==> src/rtl/uart_tx_arbiter_ctrl.sv <==
// Round-robin shared UART transmitter: start, LSB-first data, optional parity and stop bits.
// Latency: Req in cycle n gives Ack and Tx=0 in cycle n+1. Backpressure: Req is held until Ack; requests are ignored while Busy.
module uart_tx_arbiter_ctrl #(
  parameter int CLKS_PER_BIT = 434,
  parameter int DATA_BITS    = 8,
  parameter int PARITY_EN    = 0,
  parameter int PARITY_ODD   = 0,
  parameter int STOP_BITS    = 1
) (
  input  logic                 Clk,
  input  logic                 Reset,
  input  logic                 Req0,
  input  logic [DATA_BITS-1:0] Data0,
  output logic                 Ack0,
  input  logic                 Req1,
  input  logic [DATA_BITS-1:0] Data1,
  output logic                 Ack1,
  output logic                 Tx,
  output logic                 Busy,
  output logic                 Grant_Id,
  output logic                 Flag_Tx
);

  localparam int BAUD_W = (CLKS_PER_BIT > 1) ? $clog2(CLKS_PER_BIT) : 1;
  localparam logic [BAUD_W-1:0] BAUD_LAST = BAUD_W'(CLKS_PER_BIT - 1);
  localparam logic [2:0] DATA_LAST = 3'(DATA_BITS - 1);
  localparam logic [2:0] STOP_LAST = 3'(STOP_BITS - 1);

  typedef enum logic [2:0] {
    S_IDLE,
    S_START,
    S_DATA,
    S_PARITY,
    S_STOP
  } state_t;

  state_t                r_state;
  logic [BAUD_W-1:0]     r_baud_cnt;
  logic [2:0]            r_bit_cnt;
  logic [DATA_BITS-1:0]  r_shift;
  logic                  r_parity;
  logic                  r_rr_ptr;
  logic                  r_tx;
  logic                  r_busy;
  logic                  r_ack0;
  logic                  r_ack1;
  logic                  r_grant_id;
  logic                  r_flag_tx;

  logic                  w_any_req;
  logic                  w_winner;
  logic [DATA_BITS-1:0]  w_win_data;
  logic                  w_bit_end;

  // On contention the pointer decides; a lone requester always wins.
  assign w_any_req  = Req0 | Req1;
  assign w_winner   = (Req0 & Req1) ? r_rr_ptr : Req1;
  assign w_win_data = w_winner ? Data1 : Data0;
  assign w_bit_end  = (r_baud_cnt == BAUD_LAST);

  always_ff @(posedge Clk) begin
    if (Reset) begin
      r_state    <= S_IDLE;
      r_baud_cnt <= '0;
      r_bit_cnt  <= '0;
      r_shift    <= '0;
      r_parity   <= 1'b0;
      r_rr_ptr   <= 1'b0;
      r_tx       <= 1'b1;
      r_busy     <= 1'b0;
      r_ack0     <= 1'b0;
      r_ack1     <= 1'b0;
      r_grant_id <= 1'b0;
      r_flag_tx  <= 1'b0;
    end else begin
      r_ack0    <= 1'b0;
      r_ack1    <= 1'b0;
      r_flag_tx <= 1'b0;
      if (r_state != S_IDLE) begin
        r_baud_cnt <= w_bit_end ? '0 : r_baud_cnt + BAUD_W'(1);
      end
      case (r_state)
        S_IDLE: begin
          if (w_any_req) begin
            r_state    <= S_START;
            r_tx       <= 1'b0;
            r_busy     <= 1'b1;
            r_ack0     <= ~w_winner;
            r_ack1     <= w_winner;
            r_shift    <= w_win_data;
            r_parity   <= (^w_win_data) ^ (PARITY_ODD != 0);
            r_grant_id <= w_winner;
            r_rr_ptr   <= ~w_winner;
            r_baud_cnt <= '0;
            r_bit_cnt  <= '0;
          end
        end
        S_START: begin
          if (w_bit_end) begin
            r_state   <= S_DATA;
            r_tx      <= r_shift[0];
            r_shift   <= r_shift >> 1;
            r_bit_cnt <= '0;
          end
        end
        S_DATA: begin
          if (w_bit_end) begin
            if (r_bit_cnt == DATA_LAST) begin
              r_bit_cnt <= '0;
              if (PARITY_EN != 0) begin
                r_state <= S_PARITY;
                r_tx    <= r_parity;
              end else begin
                r_state <= S_STOP;
                r_tx    <= 1'b1;
              end
            end else begin
              r_bit_cnt <= r_bit_cnt + 3'd1;
              r_tx      <= r_shift[0];
              r_shift   <= r_shift >> 1;
            end
          end
        end
        S_PARITY: begin
          if (w_bit_end) begin
            r_state   <= S_STOP;
            r_tx      <= 1'b1;
            r_bit_cnt <= '0;
          end
        end
        S_STOP: begin
          if (w_bit_end) begin
            if (r_bit_cnt == STOP_LAST) begin
              // One idle cycle follows so Flag_Tx never coincides with the next Ack.
              r_state   <= S_IDLE;
              r_busy    <= 1'b0;
              r_flag_tx <= 1'b1;
              r_bit_cnt <= '0;
            end else begin
              r_bit_cnt <= r_bit_cnt + 3'd1;
            end
            r_tx <= 1'b1;
          end
        end
        default: begin
          r_state <= S_IDLE;
          r_tx    <= 1'b1;
          r_busy  <= 1'b0;
        end
      endcase
    end
  end

  assign Ack0     = r_ack0;
  assign Ack1     = r_ack1;
  assign Tx       = r_tx;
  assign Busy     = r_busy;
  assign Grant_Id = r_grant_id;
  assign Flag_Tx  = r_flag_tx;

endmodule
==> config.mk <==
export PLATFORM = sky130hd
export DESIGN_NAME = uart_tx_arbiter_ctrl
export DESIGN_NICKNAME = d
export VERILOG_FILES = /design/src/rtl/uart_tx_arbiter_ctrl.sv
export SDC_FILE = /design/constraint.sdc
export NUM_CORES = 1
export LEC_CHECK = 0
export ABC_AREA = 1
export BUFFER_PORTS_ARGS = -buffer_cell sky130_fd_sc_hd__buf_2
export CAP_MARGIN = 5
export CORE_AREA = 2 2 64 54
export CTS_BUF_LIST = sky130_fd_sc_hd__clkbuf_16
export CTS_CLUSTER_DIAMETER = 40
export DETAILED_ROUTE_END_ITERATION = 8
export DIE_AREA = 0 0 66 56
export PLACE_DENSITY = 0.84
export SETUP_SLACK_MARGIN = 0.02
export SLEW_MARGIN = 20
export SYNTH_ARGS = -nofsm -noshare
export SYNTH_HDL_FRONTEND = slang
export SYNTH_SLANG_ARGS = --single-unit
==> constraint.sdc <==
create_clock -name Clk -period 3.2 [get_ports Clk]
set_input_delay 0.16 -clock Clk [delete_from_list [all_inputs] [get_ports Clk]]
set_output_delay 0.16 -clock Clk [all_outputs]
set_load 0.05 [all_outputs]
==> summary.md <==
| Metric | Value |
|---|---|
| Clk_skew | `0.00422 ns` |
| Yosys Warn Count | `0` |
| Area leader, netlist | `dfxtp_1` |
| Worst vdd ir | `0.000526 V` |
| M1 GR Usage | `around 29%` |
| Placed cells | `326` |
| Largest cells by area after synthesis | `dfxtp_1, nand2_1, nor2_1, inv_1, nand3_1` |
| Clk sinks | `30` |
| Met3 usage | `under 10%` |
| Global routing's busiest layer | `met2` |
| Worst setup margin | `about 1.5 ns` |
| Cell internal pwr | `1.13 mW` |
| Peak Freq | `578 MHz` |
| First-pass GRT wire length | `6440 um` |
| Clock group share of total power | `26.7%` |
| Worst-skew pair later-pin latency | `0.28 ns` |
| Seq pwr share | `27.7%` |
| Chip Width | `around 66 um` |
| Seq/Total Area, Yosys | `33.9%` |
| Max Cap Viol | `0` |
| Slew Viols, Final | `0` |
| CTS buffer count | `5` |
| Initial antenna violation count | `0` |
| Post-CTS setup buffer count | `0` |
| Resize count post-CTS | `0` |
| Count of different cell masters after synthesis | `36` |
| Post-Route Setup TNS | `0 ns` |
| Switching power total | `roughly 850 uW` |
| Root buffer cell | `clkbuf_16` |
| Total Routed Length | `about 3700 um` |
| Mapped cell area | `1770 um2` |
| Number of synthesized flops with an enable pin | `0` |
| CP Class | `flop to flop` |
| Via Count | `about 1.7k` |
| Clock Path Buffers | `2` |
| H-tree depth | `2` |
| Seq cells post-synth | `30` |
| Final ANT Viol Nets | `0` |
| Synthesis-to-layout area growth | `16.5%` |
| Synth cell count leaders | `nand2_1, nor2_1, dfxtp_1, inv_1, nand3_1` |
| Placement-stage worst setup slack | `around 1.5 ns` |
| Num rows | `18` |
| # DRC | `0` |
| Worst Hold Launch | `Reset` |
| Final nets | `318` |
| Post-DR vias/cell | `5.17` |
| Largest net degree at the start of global routing | `19` |
| Die ar. | `between 3000 and 4000 um2` |
| Period minus WS final | `1.73 ns` |
| Top FF cell, synth | `dfxtp_1` |
| Slowest cell on the critical path | `dfxtp_1` |
| Hold buffers post-CTS | `0` |
| Final hold slack | `0.225 ns` |
| FF-to-FF Start | `r_baud_cnt[0]` |
| TritonCTS clock tree | `done` |
| Core area | `between 3000 and 4000 um2` |
| Startpoint type of the worst setup path | `flop` |
| Port Buffer Count | `25` |
| Synth top area share | `33.9%` |
| RSZ-0062 raised after global routing | `no` |
| CP Cell Sequence | `ha_1 > nand2_1 > nor2_1 > nand2_1 > nand2_1 > nand3_2 > o21ai_0 > nor2_1` |
| Drt initial violations | `111` |
| Switching Share | `42.8%` |
| Static leakage | `0.990 nW` |
| P per Cell Area | `~960 nW/um2` |
| GR Util met2 | `35.2%` |
| Die height | `56 um` |
| Hold Crit Class | `input port to flop` |
| Synth async-reset ratio | `0%` |
| Mapped Cells | `268` |
| Clock-pin slew on the worst setup and hold paths | `0.05 ns` |
| Outcome | `complete, no violations` |
| Slew margin rel. | `65.7%` |
| CP endpoint kind | `flop` |
| Critical path data required time | `3.37 ns` |
| Worst Tran Pin Value | `around 0.51 ns` |
| Post-synthesis net count | `293` |
| Cell with the most instances after synthesis | `nand2_1` |
| Tot GR Track Use | `22.3%` |
| Final Hold Viols | `0` |
| CP peak stage delay | `0.39 ns` |
| Crit path top cell by count | `nand2_1` |
| Share of cells above drive strength 1 | `around 20%` |
| Vias in the first global route | `about 1.5k` |
| Logic pwr share | `between 40 and 50%` |
| Setup violations, final | `0` |
| Avg WL per Cell | `11.1 um` |
| Starting Density | `58.7%` |
| Final HPWL DP | `roughly 2600 um` |
| Mapped Avg Cell Area | `6.62 um2` |
| Routability congestion estimate | `approximately 0.87` |
| Layout Cells excl Fill | `about 330` |
| CP startpoint | `r_baud_cnt[0]` |
| CP arrival | `1.90 ns` |
| GR Overflow Total | `0` |
| I/O pin cnt | `26` |
| Ant diodes | `0` |
| Fin crit share | `54.1%` |
| Max FO, Critical Path | `12` |
| DR pass1 iterations | `4` |
[power groups by stage]
stage                     sequential [mW]  combinational, mW  clock, mW
after floorplan                     0.597              0.721          0
after global placement              0.548              0.877          0
after detailed placement            0.554              0.889          0
after CTS                           0.549              0.904      0.537
after global routing                0.562               1.03      0.554
final                               0.550              0.903      0.530
[registers in the layout, summed over array words and instances (netlist names)]
register    count
Ack0            1
Ack1            1
Busy            1
Flag_Tx         1
Grant_Id        1
Tx              1
r_baud_cnt      9
r_bit_cnt       3
r_rr_ptr        1
r_shift         8
r_state         3
[cells by family (layout without fill, tap and decap cells)]
| kind of cell | Yosys count | in the layout | share of synthesized area, % |
|---|---|---|---|
| flops | 30 | 30 | 33.9 |
| xor+xnor | 1 | 1 | 0.494 |
| compound gates | 34 | 34 | 11.7 |
| buf+inv | 39 | 65 | 9.74 |
| fa+ha+maj | 5 | 5 | 3.53 |
| simple gates | 159 | 159 | 40.7 |
[cell usage in the layout (no fill, tap or decap), types with 2 or more instances in the layout]
cell / instances
inv_1: 27
nand2_1: 77
inv_4: 2
clkbuf_16: 5
nor3_1: 4
dfxtp_1: 30
a21oi_1: 11
a21oi_2: 2
o21ai_0: 5
o22ai_1: 2
nor2_2: 7
nand2_2: 6
or2_2: 2
o211ai_1: 2
a21boi_0: 2
ha_1: 5
a211oi_1: 2
a31oi_1: 7
nor2_1: 41
clkinv_2: 2
clkinv_1: 2
buf_2: 25
nand3_1: 13
[cell type report]
class | instances | area, um2
fill | 255 | 952
sequential | 30 | 601
clock buffer | 5 | 125
multi-input combinational | 199 | 1000
clock inverter | 3 | 40.0
timing repair buffer | 25 | 125
tap | 40 | 50.0
inverter | 32 | 125
[through the flow]
stage,area (um2),power [mW],util [%]
detailed placement,1900,1.44,63.0
floorplan,1770,1.32,-
global route,2070,2.15,68.4
global placement,1900,1.43,63.0
finish,2070,1.98,68.4
CTS,2070,1.99,68.4
[layer usage]
layer | vias to the layer above | share of wire, %
met5 | - | 0
met2 | 41 | 47
li1 | 901 | -
met4 | 0 | 1.3
met3 | 6 | 6.5
met1 | 780 | 46
[path summary, 6_finish.rpt]
path,endpoint,slack [ns],cells after the start
min,r_baud_cnt[7],0.22,2
max,r_bit_cnt[1],1.47,8
max reg2reg,r_bit_cnt[1],1.47,8
min reg2reg,Tx,0.47,2
[worst max-delay path, delay by kind of cell, from the launching register on]
family / cells / cell delay, ns
DFF: 1 / 0.39
adders and majority gates: 1 / 0.16
and+or+nand+nor: 6 / 0.87
AOI/OAI and AO/OA: 1 / 0.19
(Power assumes the default switching activity.)
